**src/rtl/nanov_uart_pkg.sv**
```systemverilog
// nanov_uart_pkg
// Shared declarations for the nanoV store-to-UART console block.
//   uart_state_e    : transmitter FSM states (PARITY is only reachable when
//                     NANOV_UART_PARITY_EN is defined)
//   FRAME_DATA_BITS : data bits per UART frame
//   IDLE_LEVEL      : line level while no frame is in progress
//   even_parity()   : even parity of one data byte
package nanov_uart_pkg;

  typedef enum logic [2:0] {
    IDLE   = 3'd0,
    START  = 3'd1,
    DATA   = 3'd2,
    PARITY = 3'd3,
    STOP   = 3'd4
  } uart_state_e;

  localparam int   FRAME_DATA_BITS = 8;
  localparam logic IDLE_LEVEL      = 1'b1;

  // XOR of all data bits; a 1 here makes the total number of ones even.
  function automatic logic even_parity(input logic [7:0] byte_in);
    return ^byte_in;
  endfunction

endpackage

```
**src/rtl/nanov_byte_fifo.sv**
```systemverilog
// nanov_byte_fifo
// Small byte FIFO with occupancy counter and a drop strobe for the case where
// a write arrives while full and nothing leaves on the same edge.
// Ports:
//   clk, rstn        : clock, asynchronous active-low reset
//   push, push_data  : write request and byte
//   pop              : read request (head advances at the edge)
//   pop_data         : current head byte (valid while !empty)
//   full, empty      : occupancy flags derived from the count register
//   drop             : push && full && !pop (byte discarded this edge)
module nanov_byte_fifo #(
  parameter int FIFO_DEPTH = 4
) (
  input  logic       clk,
  input  logic       rstn,
  input  logic       push,
  input  logic [7:0] push_data,
  input  logic       pop,
  output logic [7:0] pop_data,
  output logic       full,
  output logic       empty,
  output logic       drop
);
  import nanov_uart_pkg::*;

  localparam int               PTR_W     = $clog2(FIFO_DEPTH);
  localparam int               CNT_W     = PTR_W + 1;
  localparam logic [CNT_W-1:0] DEPTH_CNT = CNT_W'(FIFO_DEPTH);

  logic [7:0]       mem_q [FIFO_DEPTH];
  logic [PTR_W-1:0] wr_ptr_q, wr_ptr_d;
  logic [PTR_W-1:0] rd_ptr_q, rd_ptr_d;
  logic [CNT_W-1:0] count_q, count_d;
  logic             push_ok_s;
  logic             pop_ok_s;

  assign full      = (count_q == DEPTH_CNT);
  assign empty     = (count_q == {CNT_W{1'b0}});
  assign pop_data  = mem_q[rd_ptr_q];
  assign pop_ok_s  = pop && !empty;
  // A pop on the same edge frees the slot, so a push into a full FIFO is kept.
  assign push_ok_s = push && (!full || pop_ok_s);
  assign drop      = push && full && !pop;

  // Next-state pointers and occupancy count.
  always_comb begin
    wr_ptr_d = wr_ptr_q;
    rd_ptr_d = rd_ptr_q;
    count_d  = count_q;
    if (push_ok_s) begin
      wr_ptr_d = wr_ptr_q + PTR_W'(1);
    end else begin
      wr_ptr_d = wr_ptr_q;
    end
    if (pop_ok_s) begin
      rd_ptr_d = rd_ptr_q + PTR_W'(1);
    end else begin
      rd_ptr_d = rd_ptr_q;
    end
    case ({push_ok_s, pop_ok_s})
      2'b10:   count_d = count_q + CNT_W'(1);
      2'b01:   count_d = count_q - CNT_W'(1);
      default: count_d = count_q;
    endcase
  end

  // Pointer and count registers.
  always_ff @(posedge clk or negedge rstn) begin
    if (!rstn) begin
      wr_ptr_q <= {PTR_W{1'b0}};
      rd_ptr_q <= {PTR_W{1'b0}};
      count_q  <= {CNT_W{1'b0}};
    end else begin
      wr_ptr_q <= wr_ptr_d;
      rd_ptr_q <= rd_ptr_d;
      count_q  <= count_d;
    end
  end

  // Byte storage.
  always_ff @(posedge clk or negedge rstn) begin
    if (!rstn) begin
      for (int i = 0; i < FIFO_DEPTH; i++) begin
        mem_q[i] <= 8'h00;
      end
    end else if (push_ok_s) begin
      mem_q[wr_ptr_q] <= push_data;
    end
  end

endmodule

```
**src/rtl/nanov_store_uart.sv**
```systemverilog
// nanov_store_uart
// Console output for nanoV programs: every store_data_out pulse captures
// data_out[7:0] into a byte FIFO; bytes are sent as UART frames on uart_tx
// (8N1, or 8E1 when NANOV_UART_PARITY_EN is defined).
// Ports:
//   clk, rstn       : system clock, asynchronous active-low reset
//   store_data_out  : one-cycle store strobe, sampled every cycle
//   data_out        : CPU data word, low byte used
//   clear_overflow  : synchronous clear of the overflow flag
//   uart_tx         : registered serial line, idle high
//   fifo_full/empty : FIFO occupancy flags
//   tx_busy         : frame in progress
//   overflow        : sticky, a byte was dropped because the FIFO was full
module nanov_store_uart #(
  parameter int CLK_DIV    = 104,
  parameter int FIFO_DEPTH = 4
) (
  input  logic        clk,
  input  logic        rstn,
  input  logic        store_data_out,
  input  logic [31:0] data_out,
  input  logic        clear_overflow,
  output logic        uart_tx,
  output logic        fifo_full,
  output logic        fifo_empty,
  output logic        tx_busy,
  output logic        overflow
);
  import nanov_uart_pkg::*;

  localparam int            BAUD_W      = $clog2(CLK_DIV);
  localparam logic [BAUD_W-1:0] BAUD_RELOAD = BAUD_W'(CLK_DIV - 1);
  localparam logic [2:0]    LAST_BIT    = 3'(FRAME_DATA_BITS - 1);

  uart_state_e       state_q, state_d;
  logic [BAUD_W-1:0] baud_q, baud_d;
  logic [2:0]        bit_idx_q, bit_idx_d;
  logic [7:0]        shift_q, shift_d;
  logic              tx_q, tx_d;
  logic              busy_q, busy_d;
  logic              ovf_q, ovf_d;
`ifdef NANOV_UART_PARITY_EN
  logic              parity_q, parity_d;
`endif

  logic              fifo_pop_s;
  logic [7:0]        fifo_head_s;
  logic              fifo_drop_s;
  logic              baud_done_s;
  logic              data_unused_s;

  assign data_unused_s = ^data_out[31:8];

  nanov_byte_fifo #(
    .FIFO_DEPTH (FIFO_DEPTH)
  ) u_fifo (
    .clk       (clk),
    .rstn      (rstn),
    .push      (store_data_out),
    .push_data (data_out[7:0]),
    .pop       (fifo_pop_s),
    .pop_data  (fifo_head_s),
    .full      (fifo_full),
    .empty     (fifo_empty),
    .drop      (fifo_drop_s)
  );

  assign baud_done_s = (baud_q == {BAUD_W{1'b0}});

  // FSM next state, baud counter, shift register and line level.
  always_comb begin
    state_d    = state_q;
    baud_d     = baud_q;
    bit_idx_d  = bit_idx_q;
    shift_d    = shift_q;
    fifo_pop_s = 1'b0;
`ifdef NANOV_UART_PARITY_EN
    parity_d   = parity_q;
`endif
    case (state_q)
      IDLE: begin
        if (!fifo_empty) begin
          fifo_pop_s = 1'b1;
          shift_d    = fifo_head_s;
`ifdef NANOV_UART_PARITY_EN
          parity_d   = even_parity(fifo_head_s);
`endif
          state_d    = START;
          baud_d     = BAUD_RELOAD;
        end else begin
          state_d    = IDLE;
        end
      end
      START: begin
        if (baud_done_s) begin
          state_d   = DATA;
          bit_idx_d = 3'd0;
          baud_d    = BAUD_RELOAD;
        end else begin
          baud_d    = baud_q - BAUD_W'(1);
        end
      end
      DATA: begin
        if (baud_done_s) begin
          shift_d = {1'b0, shift_q[7:1]};
          baud_d  = BAUD_RELOAD;
          if (bit_idx_q == LAST_BIT) begin
`ifdef NANOV_UART_PARITY_EN
            state_d = PARITY;
`else
            state_d = STOP;
`endif
          end else begin
            bit_idx_d = bit_idx_q + 3'd1;
          end
        end else begin
          baud_d = baud_q - BAUD_W'(1);
        end
      end
`ifdef NANOV_UART_PARITY_EN
      PARITY: begin
        if (baud_done_s) begin
          state_d = STOP;
          baud_d  = BAUD_RELOAD;
        end else begin
          baud_d  = baud_q - BAUD_W'(1);
        end
      end
`endif
      STOP: begin
        if (baud_done_s) begin
          state_d = IDLE;
        end else begin
          baud_d  = baud_q - BAUD_W'(1);
        end
      end
      default: begin
        state_d = IDLE;
      end
    endcase

    // The line level follows the state being entered so uart_tx stays a flop.
    case (state_d)
      START:   tx_d = 1'b0;
      DATA:    tx_d = shift_d[0];
`ifdef NANOV_UART_PARITY_EN
      PARITY:  tx_d = parity_d;
`endif
      default: tx_d = IDLE_LEVEL;
    endcase
    busy_d = (state_d != IDLE);

    // A drop on the same edge as a clear leaves the flag set.
    if (fifo_drop_s) begin
      ovf_d = 1'b1;
    end else if (clear_overflow) begin
      ovf_d = 1'b0;
    end else begin
      ovf_d = ovf_q;
    end
  end

  // Transmitter and status registers.
  always_ff @(posedge clk or negedge rstn) begin
    if (!rstn) begin
      state_q   <= IDLE;
      baud_q    <= {BAUD_W{1'b0}};
      bit_idx_q <= 3'd0;
      shift_q   <= 8'h00;
      tx_q      <= IDLE_LEVEL;
      busy_q    <= 1'b0;
      ovf_q     <= 1'b0;
`ifdef NANOV_UART_PARITY_EN
      parity_q  <= 1'b0;
`endif
    end else begin
      state_q   <= state_d;
      baud_q    <= baud_d;
      bit_idx_q <= bit_idx_d;
      shift_q   <= shift_d;
      tx_q      <= tx_d;
      busy_q    <= busy_d;
      ovf_q     <= ovf_d;
`ifdef NANOV_UART_PARITY_EN
      parity_q  <= parity_d;
`endif
    end
  end

  assign uart_tx  = tx_q;
  assign tx_busy  = busy_q;
  assign overflow = ovf_q;

endmodule

```
**config.mk**
```make
export PLATFORM = sky130hd
export DESIGN_NAME = nanov_store_uart
export DESIGN_NICKNAME = d
export VERILOG_FILES = /design/src/rtl/nanov_uart_pkg.sv /design/src/rtl/nanov_byte_fifo.sv /design/src/rtl/nanov_store_uart.sv
export SDC_FILE = /design/constraint.sdc
export NUM_CORES = 1
export LEC_CHECK = 0
export CAP_MARGIN = 10
export CELL_PAD_IN_SITES_DETAIL_PLACEMENT = 0
export CELL_PAD_IN_SITES_GLOBAL_PLACEMENT = 1
export CORE_MARGIN = 10
export CORE_UTILIZATION = 44
export CTS_BUF_LIST = sky130_fd_sc_hd__clkbuf_4 sky130_fd_sc_hd__clkbuf_8 sky130_fd_sc_hd__clkbuf_16
export DETAILED_ROUTE_END_ITERATION = 10
export PLACE_DENSITY_LB_ADDON = 0.1
export SETUP_SLACK_MARGIN = 0.02
export SKIP_CTS_REPAIR_TIMING = 1
export SLEW_MARGIN = 20
export SYNTH_ARGS = -nofsm -noshare
export SYNTH_HDL_FRONTEND = slang
export SYNTH_SLANG_ARGS = --single-unit
```
**constraint.sdc**
```tcl
create_clock -name clk -period 2.8 [get_ports clk]
set_clock_uncertainty 0.2 [all_clocks]
set_input_delay 0.42 -clock clk [delete_from_list [all_inputs] [get_ports clk]]
set_output_delay 0.42 -clock clk [all_outputs]
set_load 0.03 [all_outputs]
```
-- Word-level counts from Yosys, hierarchy flattened
Index checks and enable logic that the tools add are counted.
Widths: inputs -> output; s select.
- register bits after elaboration: 63
- output and inout port bits: 5
- logic and storage cells: 91
- $add $sub $neg: 6
- order comparisons: 3
- equality and inequality tests: 14
- muxes and demuxes: 29
- bitwise operators: 2
- reduce and logical (&&, ||, !) cells: 22
- operators with widths (cell ; number):
    $mux 8 ; 5
    $bwmux 32 ; 1
    $mux 3 ; 7
    $mux 7 ; 3
    $pmux 7 s3 ; 1
    $bmux 8 s2 ; 1
    $demux 8 s2 ; 1
    $pmux 8 s2 ; 1
    $pmux 3 s2 ; 2
    $pmux 3 s4 ; 1
    $ne 2x2->1 const B ; 5
    $eq 3x3->1 const B ; 3
    $reduce_bool 2->1 ; 4
    $logic_not 7->1 ; 1
    $sub 7x1->7 const B ; 1
    $add 3x1->3 const B ; 2
    $eq 3x1->1 const B ; 2
    $eq 3x2->1 const B ; 2
    $ge 3x3->1 const B ; 2
    $logic_not 3->1 ; 2
    $not 2->3 ; 2
    $reduce_and 3->1 ; 2
    $reduce_bool 3->1 ; 2
    $logic_and 1x1->1 ; 5
    other kinds (11) ; 18

-- Longest topological paths before layout
Gate-level depths: netlist of run 1.
- word-level depth: 8
- mapped depth: 8
- mapped depth without buffers: 8

-- Modules after synthesis
A second synthesis of run 1 with hierarchy kept.
- cells, all modules: 243
- area, all modules: 3074.2 µm²
- modules (own cells, without submodules) (module ; instances ; cells each ; area an instance (µm²) ; seq. area each (µm²)):
    nanov_byte_fifo ; 1 ; 116 ; 1809.2 ; 975.9
    nanov_store_uart ; 1 ; 127 ; 1265.0 ; 601.8

-- Worst setup path after synthesis of run 1
No wires, ideal clock.
- kind: flip-flop to flip-flop
- start: reg u_fifo.count_q[1]
- end: reg u_fifo.count_q[2]
- setup time: 123 ps
- arrival: 1931 ps
- slack: 547 ps
- stages on the path, launching flop included: 9
- buffers on the path: 2
- cells stage by stage: dfrtp_1 -> or3_1 -> clkbuf_1 -> and2_2 -> buf_6 -> nand2b_1 -> fa_1 -> mux2_2 -> xnor2_1
- cells in the longest elaborated chain, start to end: 8
- elaborated cells on any way between the ends: 15
- classes of those cells: 2 x add/sub; 3 x eq/ne; 3 x mux; 7 x reduce/logical
- RTL lines (what ; line ; RTL):
    from (decl) ; nanov_byte_fifo.sv:33 ; logic [CNT_W-1:0] count_q, count_d;
    from (signal assigned) ; nanov_byte_fifo.sv:72 ; count_q <= {CNT_W{1'b0}};
    from (signal assigned) ; nanov_byte_fifo.sv:76 ; count_q <= count_d;
    $logic_not 3->1 ; nanov_byte_fifo.sv:38 ; assign empty = (count_q == {CNT_W{1'b0}});
    $mux 1 ; nanov_store_uart.sv:82 ; if (!fifo_empty) begin
    $mux 1 ; nanov_store_uart.sv:80 ; case (state_q)
    $logic_and 1x1->1 ; nanov_byte_fifo.sv:40 ; assign pop_ok_s = pop && !empty;
    $logic_or 1x1->1 ; nanov_byte_fifo.sv:42 ; assign push_ok_s = push && (!full || pop_ok_s);
    $logic_and 1x1->1 ; nanov_byte_fifo.sv:42 ;
    $eq 2x1->1 or $eq 2x2->1 (tied branches) ; nanov_byte_fifo.sv:60 ; case ({push_ok_s, pop_ok_s})
    $pmux 3 s2 or $reduce_bool 2->1 (tied branches) ; n/a ;
Parallel ways exist; a longest one is shown, timed or not.
A chain may end at the register's enable or synchronous reset.

-- Worst setup path in the final report of run 1
- start: reg u_fifo.count_q[1]
- end: out fifo_empty
- cells in the longest elaborated chain, start to end: 1
- RTL lines (what ; line ; RTL):
    $logic_not 3->1 ; nanov_byte_fifo.sv:38 ;
    to (decl) ; nanov_store_uart.sv:25 ; output logic fifo_empty,
No other way between the ends.

==> metrics.cfg, run 1 <==
[synth]
ys_async_sr_fraction = 1.00
syn_area_um2 = 3030
post_synth.cell_area_avg_um2 = 12.9
synth_edf_count = 0
synth-seq-cells = 63
synthCells = 234
synth-warning-count = 0
synth_ff_type = dfrtp_1
ys_seq_area_frac = 0.521
ys_types = 49
syn_nets = 279

[drt]
met2WireLength_mm = 2.89
top_layer = met4
drt_pass1_iterations = 5
routedWlPerCell_um = 16.5
wl_met3_um = 192
vias = 1875
drt_first_iter_violations = 96
wl_met1_mm = 2.53
drc_errors = 0
drt_wl_total_mm = 5.68
drt-vias-per-instance = 5.45
final_antenna_net_count = 0

[final_layout]
final_area_um2 = 3470
multi_input_area_um2 = 1330
drive_above_1_share = 0.307
nets = 304
layout.area.seq_um2 = 1580
fillers = 606
layout-area-overhead-vs-synth_pct = 14.6
antenna_cells = 0

[setup_path]
r2r-end = u_fifo.count_q[2]
critPathMaxFanout = 7
rr_startpoint = u_fifo.count_q[1]
startpoint = u_fifo.count_q[1]
crit_arrival_ns = 2.00
critPathKind = reg -> out
r2r.worst_path.cells = 6
rrSetupSlack_ns = 0.45
endpoint_kind = primary output
start_kind = register
critical_path_required_ns = 2.18

[clock_network]
cts_buffers = 9
cts_max_level = 3
clock_path_buffers = 2
clk_latency_ns = 0.34
root_buffer = clkbuf_8
cts.sinks = 63
cts_tree = done
path_clk_slew_ns = 0.07

[timing]
worst_slack_ns = 0.176
fin_setup_tns_ns = 0
rsz0062_at_grt = false
period_needed_ns = 2.62
post-route-period-util = 0.937
maxSlewHeadroom = 0.593
drv_slew = 0
fmax_ghz = 0.381
hold_viol = 0
finalSetupViolCount = 0
worstMarginPinSlew_ns = 0.610

[global_routing]
antenna_found_initial = 0
grt_max_degree = 40
grt_pass1_vias = 2025
grt_usage = 0.124
grt_pass1_wl_mm = 10.1
overflow = 0

[floorplanning]
start_util = 0.448
die_area_um2 = 10600
core_area_um2 = 6760
die_x_um = 103
dieHeight_um = 103
rows = 30
ios = 41

[min_path]
holdPathStages = 2
hold_class = reg -> reg
hold_end = shift_q[1]
min_from = shift_q[1]

[pwr]
ir_drop_v = 0.000490
power_density_nw_per_um2 = 808
leakagePower_nw = 1.55

[place]
pre_cts_slack_ns = 0.447
dp_hpwl_mm = 3.95
gp_congestion = 0.728
port_buffers = 16
dpl_cell_area_um2 = 3280

[outcome]
status = complete, no violations

[run]
maxCapViolations = 0

cells in the final DEF (no fill, tap or decap), drive strengths merged, types with 2 or more instances in the layout:
| master | netlist | layout |
|---|---|---|
| a21oi | 6 | 6 |
| a222oi | 6 | 6 |
| a22o | 3 | 3 |
| a31oi | 2 | 2 |
| and2 | 2 | 2 |
| buf | 7 | 7 |
| clkbuf | 2 | 10 |
| clkdlybuf4s50 | 0 | 15 |
| clkinv | 0 | 2 |
| clkinvlp | 0 | 3 |
| dfrtp | 62 | 62 |
| ha | 8 | 8 |
| inv | 17 | 18 |
| mux2 | 34 | 34 |
| mux4 | 8 | 8 |
| nand2 | 17 | 17 |
| nand2b | 2 | 2 |
| nand3 | 7 | 7 |
| nand3b | 3 | 3 |
| nor2 | 10 | 10 |
| nor3 | 3 | 3 |
| nor4 | 2 | 2 |
| o21ai | 7 | 7 |
| o41ai | 2 | 2 |
| or3 | 3 | 3 |
| xnor2 | 5 | 5 |
power by group:
part           switching, mW  total [mW]  leakage (nW)  internal, mW
logic                  0.312       0.760         0.705         0.448
registers              0.138        1.33         0.756          1.19
clock network          0.368       0.716        0.0849         0.348
total                  0.818        2.81          1.55          1.99
layer usage:
| metal | global-route usage | vias to the layer above |
|---|---|---|
| met2 | 0.205 | 27 |
| met4 | 0.0417 | 0 |
| li1 | - | 902 |
| met3 | 0.0449 | 5 |
| met1 | 0.146 | 941 |
| met5 | 0 | - |
metrics by stage:
stage	utilization	hold slack, ns	std cells	total power, mW
floorplan	-	-0.0756	234	1.91
global placement	0.485	0.272	327	2.09
detailed placement	0.485	0.276	327	2.12
CTS	0.512	-0.0995	343	2.85
global route	0.514	0.314	344	3.00
finish	0.514	0.293	344	2.81
registers in the layout, indices dropped and copies added (netlist names):
| register | cells |
|---|---|
| u_fifo.mem_q | 32 |
| shift_q | 8 |
| baud_q | 7 |
| bit_idx_q | 3 |
| state_q | 3 |
| u_fifo.count_q | 3 |
| u_fifo.rd_ptr_q | 2 |
| u_fifo.wr_ptr_q | 2 |
| overflow | 1 |
| tx_busy | 1 |
| uart_tx | 1 |
worst max-delay path by stage:
stage	to	slack [ns]
4_1_cts	fifo_empty	0.14
3_5_place_dp	u_fifo.count_q[2]	0.45
6_report	fifo_empty	0.18
2_1_floorplan	u_fifo.count_q[2]	0.55
5_1_grt	fifo_empty	0.06
3_3_place_gp	u_fifo.count_q[2]	0.48
synthesized netlist by cell type, types with 2 or more instances:
library cell  count  area [um2]
nand2b_1          2        12.5
clkbuf_1          2        7.51
inv_1            16        60.1
xnor2_1           5        43.8
a31oi_1           2        12.5
o21ai_0           6        30.0
mux2_2           34         383
o41ai_1           2        17.5
nand2_1          12        45.0
or3_1             2        12.5
mux4_2            8         180
a22o_1            2        17.5
buf_4             3        22.5
nand3_1           7        35.0
nor3_1            2        10.0
and2_2            2        15.0
nor2_1           10        37.5
ha_1              8         100
a21oi_1           6        30.0
nand2_2           4        25.0
a222oi_1          6        60.1
buf_6             2        22.5
nand3b_1          3        22.5
dfrtp_1          62        1550
buf_2             2        10.0
cells by family after synthesis:
group           Yosys count  synth area share
compound gates           33            0.0867
xor+xnor                  5            0.0145
fa+ha+maj                 9            0.0397
buf+inv                  26            0.0417
flops                    63             0.521
mux                      43             0.189
simple gates             55             0.107
worst max-delay path: stages, from the launching register on:
cell             delay [ns]
dfrtp_1                0.38
or3_1                  0.53
inv_1                  0.09
clkdlybuf4s50_1        0.67
cell type report:
cell class | count | area share
clock inverters | 6 | 0.0130
clock buffers | 10 | 0.0396
multi-input cells | 145 | 0.382
flip-flops and latches | 63 | 0.454
inverters | 17 | 0.0184
well taps | 80 | 0.0288
repair buffers | 23 | 0.0641
Power figures use the tool's default switching activity.
==> run 2, diff against run 1 <==
--- a/config.mk
+++ b/config.mk
@@ -6,7 +6,7 @@
 export NUM_CORES = 1
 export LEC_CHECK = 0
 export CAP_MARGIN = 10
-export CELL_PAD_IN_SITES_DETAIL_PLACEMENT = 0
+export CELL_PAD_IN_SITES_DETAIL_PLACEMENT = 1
 export CELL_PAD_IN_SITES_GLOBAL_PLACEMENT = 1
 export CORE_MARGIN = 10
 export CORE_UTILIZATION = 44
@@ -14,7 +14,6 @@
 export DETAILED_ROUTE_END_ITERATION = 10
 export PLACE_DENSITY_LB_ADDON = 0.1
 export SETUP_SLACK_MARGIN = 0.02
-export SKIP_CTS_REPAIR_TIMING = 1
 export SLEW_MARGIN = 20
 export SYNTH_ARGS = -nofsm -noshare
 export SYNTH_HDL_FRONTEND = slang
==> metrics.cfg, run 2 (synthesis results as in run 1) <==
[floorplanning]
dieHeight_um = 103
core_area_um2 = 6760
start_util = 0.448
die_x_um = 103
ios = 41
die_area_um2 = 10600
rows = 30

[pwr]
leakagePower_nw = 1.57
power_density_nw_per_um2 = 826
power_mw = 2.88
ir_drop_v = 0.000371

[timing]
period_needed_ns = 2.62
post-route-period-util = 0.936
hold_viol = 0
fin_setup_tns_ns = 0
fmax_ghz = 0.382
worstMarginPinSlew_ns = 0.611
finalSetupViolCount = 0
drv_slew = 0
holdWs_ns = 0.295
maxSlewHeadroom = 0.593
rsz0062_at_grt = false

[run]
maxCapViolations = 0

[setup_path]
cp_top_family = buffers and inverters
critPathKind = reg -> out
critPathMaxFanout = 7
endpoint_kind = primary output
crit_chain = or3_1, inv_1, clkdlybuf4s50_1
cp_slowest_cell = clkdlybuf4s50_1
crit_arrival_ns = 2.00
start_kind = register
critPathBufInv = 2
critical_path_required_ns = 2.18
cp_slowest_stage_delay_ns = 0.67

[final_layout]
regMostFlops = u_fifo.mem_q
antenna_cells = 0
layout.area.seq_um2 = 1580
nets = 304
top_regs = u_fifo.mem_q x32, shift_q x8, baud_q x7
largest_register_ffs = 32
final_cell_mix = 62 x dfrtp_1, 34 x mux2_2, 16 x inv_1, 15 x clkdlybuf4s50_1, 12 x nand2_1
drive_above_1_share = 0.307
layout_commonest_cell = dfrtp_1
final_util = 0.516
fillers = 708
layout-area-overhead-vs-synth_pct = 15.1
multi_input_area_um2 = 1330
final-instance-count-excl-fill = 344

[drt]
vias = 1906
drc_errors = 0
final_antenna_net_count = 0
drt_wl_total_mm = 6.00
routedWlPerCell_um = 17.4
drt-vias-per-instance = 5.54
drt_first_iter_violations = 59
drt_pass1_iterations = 6

[min_path]
hold_class = reg -> reg

[clock_network]
clock_path_buffers = 2
root_buffer = clkbuf_8
path_clk_slew_ns = 0.06
cts.sinks = 63
cts_max_level = 3
clk_latency_ns = 0.33
cts_buffers = 9
cts_resized = 0
cts_tree = done

[outcome]
status = complete, no violations

[place]
placed_cells = 327
gp_congestion = 0.728
port_buffers = 16
dp_hpwl_mm = 4.24

[global_routing]
grt_usage = 0.127
antenna_found_initial = 0
overflow = 0
grt_pass1_wl_mm = 10.5
grt_max_degree = 40
grt_pass1_vias = 2117

## run 2: changes by cell type in the layout (fill, tap and decap cells not counted), sizes merged
cell,previous run,this run
clkinvlp,3,0
clkbuf,10,14
clkinv,2,1
bufinv,0,1
inv,18,17
## run 2: metrics by stage
step | worst slack, ns | instance area [um2]
6_report | 0.179 | 3490
5_1_grt | 0.101 | 3490
4_1_cts | 0.140 | 3490
3_5_place_dp | 0.444 | 3280
3_3_place_gp | 0.484 | 3280
2_1_floorplan | 0.547 | 3030
## run 2: where the power goes
group	internal (mW)	leakage, nW	switching [mW]
clock network	0.460	0.106	0.319
registers	1.19	0.756	0.143
logic	0.448	0.705	0.314
## run 2: worst paths after layout
path / depth (start not counted) / end / from / slack, ns
max reg2reg: 6 / u_fifo.count_q[2] / u_fifo.count_q[1] / 0.45
min: 1 / u_fifo.count_q[2] / u_fifo.count_q[2] / 0.29
min reg2reg: 1 / u_fifo.count_q[2] / u_fifo.count_q[2] / 0.29
max in group asynchronous: 3 / shift_q[2] / rstn / 1.35
min in group asynchronous: 2 / baud_q[2] / rstn / 0.43
max: 3 / fifo_empty / u_fifo.count_q[1] / 0.18
## run 2: final cells by class
cell class	instances	share of cell area
Timing Repair Buffer	23	0.0639
Inverter	17	0.0183
Tap cell	80	0.0287
Clock inverter	2	0.0101
Sequential cell	63	0.453
Multi-Input combinational cell	145	0.380
Clock buffer	14	0.0463
## run 2: metal layers
metal / share of wire / global-route usage / vias up / wire length (um)
met2: 0.51 / 0.216 / 29 / 3070
met5: 0 / 0 / - / 0
met1: 0.44 / 0.152 / 965 / 2640
li1: - / - / 902 / -
met3: 0.027 / 0.0235 / 10 / 164
met4: 0.020 / 0.0578 / 0 / 120
## run 2: what timing repair did
item                                   in CTS  in global routing
endpoints found under the hold margin      23                  0
buffers inserted                            0                  0
hold buffers                                1                  0
## run 2: worst register-to-register path, cell delays in order (launching register included)
cell      delay, ns
dfrtp_1        0.38
or3_1          0.52
and2_2         0.32
nand2b_1       0.16
fa_1           0.20
mux2_2         0.34
xnor2_1        0.12
==> RTL change 1 (config.mk and constraints of run 2) <==
Put one more register stage on the output `overflow`, with the module's reset. The value now appears one clock later. The other outputs are not delayed to match.
--- a/src/rtl/nanov_store_uart.sv
+++ b/src/rtl/nanov_store_uart.sv
@@ -191,3 +191,9 @@
   assign tx_busy  = busy_q;
-  assign overflow = ovf_q;
+  always_ff @(posedge clk or negedge rstn) begin
+    if (!rstn) begin
+      overflow <= '0;
+    end else begin
+      overflow <= ovf_q;
+    end
+  end
 
Behaviour: not the same (Yosys sat finds a counterexample within 10 cycles, from zero or initial values and one cycle with rstn low).
==> RTL change 1 against run 2 <==
  * Total power shrank 1.3%
  * Worst setup slack gained 0.076 ns
  * Routed wire length grew 0.83%
  * Maximum frequency grew 3.0%
  * Area after synthesis grew 0.95%
  * Non-clock buffer count is the same
  * Sequential cell count grew 1
  * Design area grew 1.5%
  * Critical path type unchanged
  * Highest routed layer unchanged
==> RTL change 1: results (changes against run 2) <==
* Multi-In Gates at 157 (+8.3%)
* Type of the most critical hold path: reg -> reg
* # port buffers at 16 (unchanged)
* Layout clock area frac at 5.38% (-0.26 points)
* CTS Root Cell: clkbuf_8
* Well tap count at 80 (unchanged)
* Seq/Total Area, Yosys at 52.4% (+0.33 points)
* CP max FO at 4 (-3)
* Clock buffer cells at 11 (-3)
* Placed cells at 333 (+1.8%)
* Max VDD drop at 0.407 mV (+9.7%)
* Lkg Pwr at 1.55 nW (-1.2%)
* Grt met2 use at 20.6% (-0.99 points)
* Share of post-route cells with drive strength above 1 at 16.7% (-14 points)
* Overall power at 2.84 mW (-1.3%)
* Biggest regs: u_fifo.mem_q (32), shift_q (8), baud_q (7)
* First-pass GRT wire length at 10,600 µm (+1.5%)
* GRT met3 Usage at 2.72% (+0.38 points)
* Top post-synthesis cells by area: dfrtp_1 52%, mux2_1 12%, mux4_2 5.9%
* Vias per cell at 5.61 (+1.2%)
* Met1 Use GR at 16.4% (+1.2 points)
* Post-synth ARST share at 100% (unchanged)
* Logic inverters at 10 (-7)
* Data buffer area share at 6.30% (-0.093 points)
* Mean post-synth cell area at 12.8 µm² (-1.2%)
* Vias in the first global route at 2,138 (+0.99%)
* Top_reg_cell synth: dfrtp_1
* Commonest cells in the synthesized netlist: 63 x dfrtp_1, 32 x mux2_1, 11 x nand2_1, 10 x nor2_1, 9 x and3_1
* Outcome: complete, no violations
* Yosys reg bits at 64 (+1.6%)
* Multi-input combinational area share at 39.1% (+1.0 points)
* Synth cell types at 47 (-4.1%)
* Crit path arrival time at 1.93 ns (-0.07 ns)
* Pre-Repair DR Iteration Count at 4 (-2)
* Final Wtd Congestion at 0.764 (+5.0%)
* Largest net degree at the start of global routing at 48 (+20%)
* Clk power at 770 µW (-1%)
* Sw Pwr at 802 µW (+3.4%)
* Detailed Route Iter0 Violations at 49 (-17%)
* Drt wl/cell at 17.3 µm (-0.61%)
* Comb power at 717 µW (-5.9%)
* Final net count at 310 (+2.0%)
* Signal buffers at 23 (unchanged)
* Detail Placement HPWL at 4220 µm (-0.67%)
* Syn_nets at 284 (+1.8%)
* Worst slew margin at 59.3% (about the same)
* Drt total wl at 6050 µm (+0.83%)
* Post-DP Area at 3340 µm² (+1.8%)
* Seq area share at 45.3% (+0.051 points)
* Fill count at 694 (-2.0%)
* Num CTS Buffers at 9 (unchanged)
* Tot GR Track Use at 12.9% (+0.21 points)
* CTS Buffer Depth at 2 (unchanged)
-- RTL change 1: cell families after synthesis --
kind of cell,synth area share (%)
xor gates and xnor gates,1.43
AOI/OAI and AO/OA,8.96
and+or+nand+nor,12.1
adders and majority gates,3.93
DFF,52.4
muxes,18.7
buffers and inverters,2.41
-- RTL change 1: through the flow --
step / util, % / hold slack, ns / worst slack (ns)
after floorplan: - / -0.0756 / 0.679
after global placement: 49.4 / 0.160 / 0.512
after detailed placement: 49.4 / 0.167 / 0.487
after CTS: 52.4 / 0.183 / 0.229
after global routing: 52.4 / 0.194 / 0.178
final: 52.4 / 0.178 / 0.255
-- RTL change 1: per-layer routing --
layer  vias up  wire (µm)  part of all wire, %
li1        919          -                    -
met1      1008       2890                   48
met2        21       2900                   48
met3         9        168                  2.8
met4         0         90                  1.5
met5         -          0                    0
-- RTL change 1: path summary, 6_finish.rpt --
check	start	slack, ns	depth (start not counted)	endpoint
min in group asynchronous	rstn	0.38	2	baud_q[4]$_DFFE_PN0P_
setup / recovery	u_fifo.count_q[1]$_DFFE_PN0P_	0.25	3	fifo_empty
max in group asynchronous	rstn	1.43	3	shift_q[6]$_DFFE_PN0P_
hold / removal	ovf_q$_DFFE_PN0P_	0.18	0	overflow$_DFF_PN0_
setup reg to reg	state_q[2]$_DFF_PN0_	0.48	6	u_fifo.count_q[2]$_DFFE_PN0P_
hold reg to reg	ovf_q$_DFFE_PN0P_	0.18	0	overflow$_DFF_PN0_
-- RTL change 1: repair_timing --
action                                 CTS  global route
endpoints found under the hold margin   16             0
setup buffers                            0             0
hold buffers                             1             0
-- RTL change 1: critical path, cell delays in order, from the launching register on --
cell and delay [ns]:
dfrtp_1 0.39, or3_1 0.44, inv_2 0.10, clkdlybuf4s50_1 0.67
==> RTL change 2 (flow settings as in run 2) <==
Made on the original files. The parameter `CLK_DIV` goes from 104 to 156.
--- a/src/rtl/nanov_store_uart.sv
+++ b/src/rtl/nanov_store_uart.sv
@@ -14,3 +14,3 @@
 module nanov_store_uart #(
-  parameter int CLK_DIV    = 104,
+  parameter int CLK_DIV    = 156,
   parameter int FIFO_DEPTH = 4
Behaviour: no difference found for any inputs over 10 cycles, from zero or initial values and one cycle with rstn low; that may be too few to reach the edited logic, so the function may still have changed.
==> RTL change 2 against run 2 <==
  * Global-route usage grew 0.53 points
  * Worst setup slack gained 0.030 ns
  * Routed wire length grew 6.0%
  * Sequential cell count grew 1
  * Design area grew 2.0%
  * Total power grew 3.7%
  * Utilization grew 1.0 points
  * Count of clock-buffer cells in the layout shrank 4
  * Cell count grew 5.5%
  * Synthesized cell count grew 5.1%
  * Area after synthesis is essentially flat
  * Worst hold slack lost 0.033 ns
  * Clock power grew 13%
  * Register-to-register slack lost 0.20 ns
  * Critical path type unchanged
==> RTL change 2: results (changes against run 2) <==
* Sw Pwr at 829 µW (+6.9%)
* Sw Ratio at 27.8% (+0.82 points)
* Setup WS pre-CTS at 0.148 ns (-0.296 ns)
* Hold Path End: baud_q[0]$_DFFE_PN0P_
* Slew @ Worst Pin at 0.604 ns (-0.00671 ns)
* Cells after synthesis at 246 (+5.1%)
* Detailed Route Iter0 Violations at 121 (+110%)
* Largest net degree at the start of global routing at 27 (-33%)
* Worst-Skew Late Latency at 0.34 ns
* Clk power at 878 µW (+13%)
* Non-filler instance count after layout at 363 (+5.5%)
* Initial antenna violation count at 0 (unchanged)
* Final Wtd Congestion at 0.742 (+2.0%)
* HP Start: baud_q[0]$_DFFE_PN0P_
* Share of post-route cells with drive strength above 1 at 27.2% (-3.5 points)
* Post-DP Area at 3310 µm² (+0.99%)
* Placed cells at 344 (+5.2%)
* Crit path arrival time at 1.97 ns (-0.03 ns)
* Outcome: complete, no violations
* Biggest regs: u_fifo.mem_q (32), baud_q (8), shift_q (8)
* Pre-Repair DR Iteration Count at 4 (-2)
* Lkg Pwr at 1.61 nW (+2.9%)
* Worst r2r src: baud_q[0]$_DFFE_PN0P_
* Final net count at 323 (+6.3%)
* Syn_nets at 291 (+4.3%)
* CTS Buffer Depth at 2 (unchanged)
* First-pass GRT wire length at 10,700 µm (+2.2%)
* Seq/Total Area, Yosys at 53.0% (+0.87 points)
* Max VDD drop at 0.536 mV (+45%)
* Top post-synthesis cells by area: dfrtp_1 52%, mux2_2 13%, mux4_2 6.0%
* CP max FO at 3 (-4)
* Post-synth ARST share at 100% (unchanged)
* Diodes inserted at 0 (unchanged)
* Comb power at 747 µW (-2%)
* Detail Placement HPWL at 4400 µm (+3.6%)
* Vias in the first global route at 2,120 (+0.14%)
* Vias at 2,010 (+5.5%)
* Fill count at 700 (-1.1%)
* Commonest cells in the synthesized netlist: 63 x dfrtp_1, 34 x mux2_2, 20 x nand2_1, 19 x inv_1, 13 x nor2_1
* Tot GR Track Use at 13.2% (+0.53 points)
* Drt wl/cell at 17.5 µm (+0.44%)
* R2r setup slk at 0.25 ns (-0.20 ns)
* Crit Reg-Reg Endpoint: shift_q[3]$_DFFE_PN0P_
* Minimum clock period at 2.59 ns (-0.0299 ns)
* Synth cell types at 42 (-14%)
* Setup crit start: u_fifo.count_q[1]$_DFFE_PN0P_
* Reg2Reg Depth at 7 (+1)
## RTL change 2: layout make-up
class                      count  area, µm²  area share, %
sequential                    64       1600           45.1
multi-input combinational    156       1320           37.1
timing repair buffer          28        248           6.97
clock buffer                  10        131           3.69
tap                           80        100           2.81
clock inverter                 6       83.8           2.36
inverter                      19       71.3           2.01
## RTL change 2: logic make-up after synthesis
group / after synthesis / share of synthesized area, %
mux: 43 / 18.9
fa+ha+maj: 9 / 3.97
buf+inv: 26 / 3.60
simple gates: 59 / 9.43
xor+xnor: 7 / 2.03
flops: 64 / 53.0
compound gates: 38 / 9.09
## RTL change 2: critical path, stage by stage, from the launching register on
cell	delay, ns
dfrtp_1	0.40
or3b_2	0.50
inv_1	0.07
clkdlybuf4s50_1	0.66
## RTL change 2: repair_timing
| item | 4_1_cts | 5_1_grt |
|---|---|---|
| endpoints found under the setup margin | 0 | 3 |
| endpoints found under the hold margin | 16 | 0 |
| hold buffers | 1 | 0 |
| setup buffers | 0 | 2 |
| resized for setup | 0 | 4 |
## RTL change 2: worst max path at each step
stage	end	depth (start not counted)
CTS	shift_q[3]$_DFFE_PN0P_	7
detailed placement	shift_q[2]$_DFFE_PN0P_	7
global route	shift_q[3]$_DFFE_PN0P_	7
finish	fifo_full	3
global placement	shift_q[5]$_DFFE_PN0P_	7
floorplan	shift_q[2]$_DFFE_PN0P_	8
## RTL change 2: stage by stage
stage                     utilization, %  hold slack [ns]
after global routing                52.6            0.277
after global placement              49.0            0.206
final                               52.6            0.262
after detailed placement            49.0            0.200
after CTS                           52.4            0.310
after floorplan                        -          -0.0756
## RTL change 2: metal layers
layer	global-route usage (%)	share of wire, %
met5	0	0
met4	7.38	2.4
met3	2.75	3.1
met2	20.9	50
met1	16.4	45
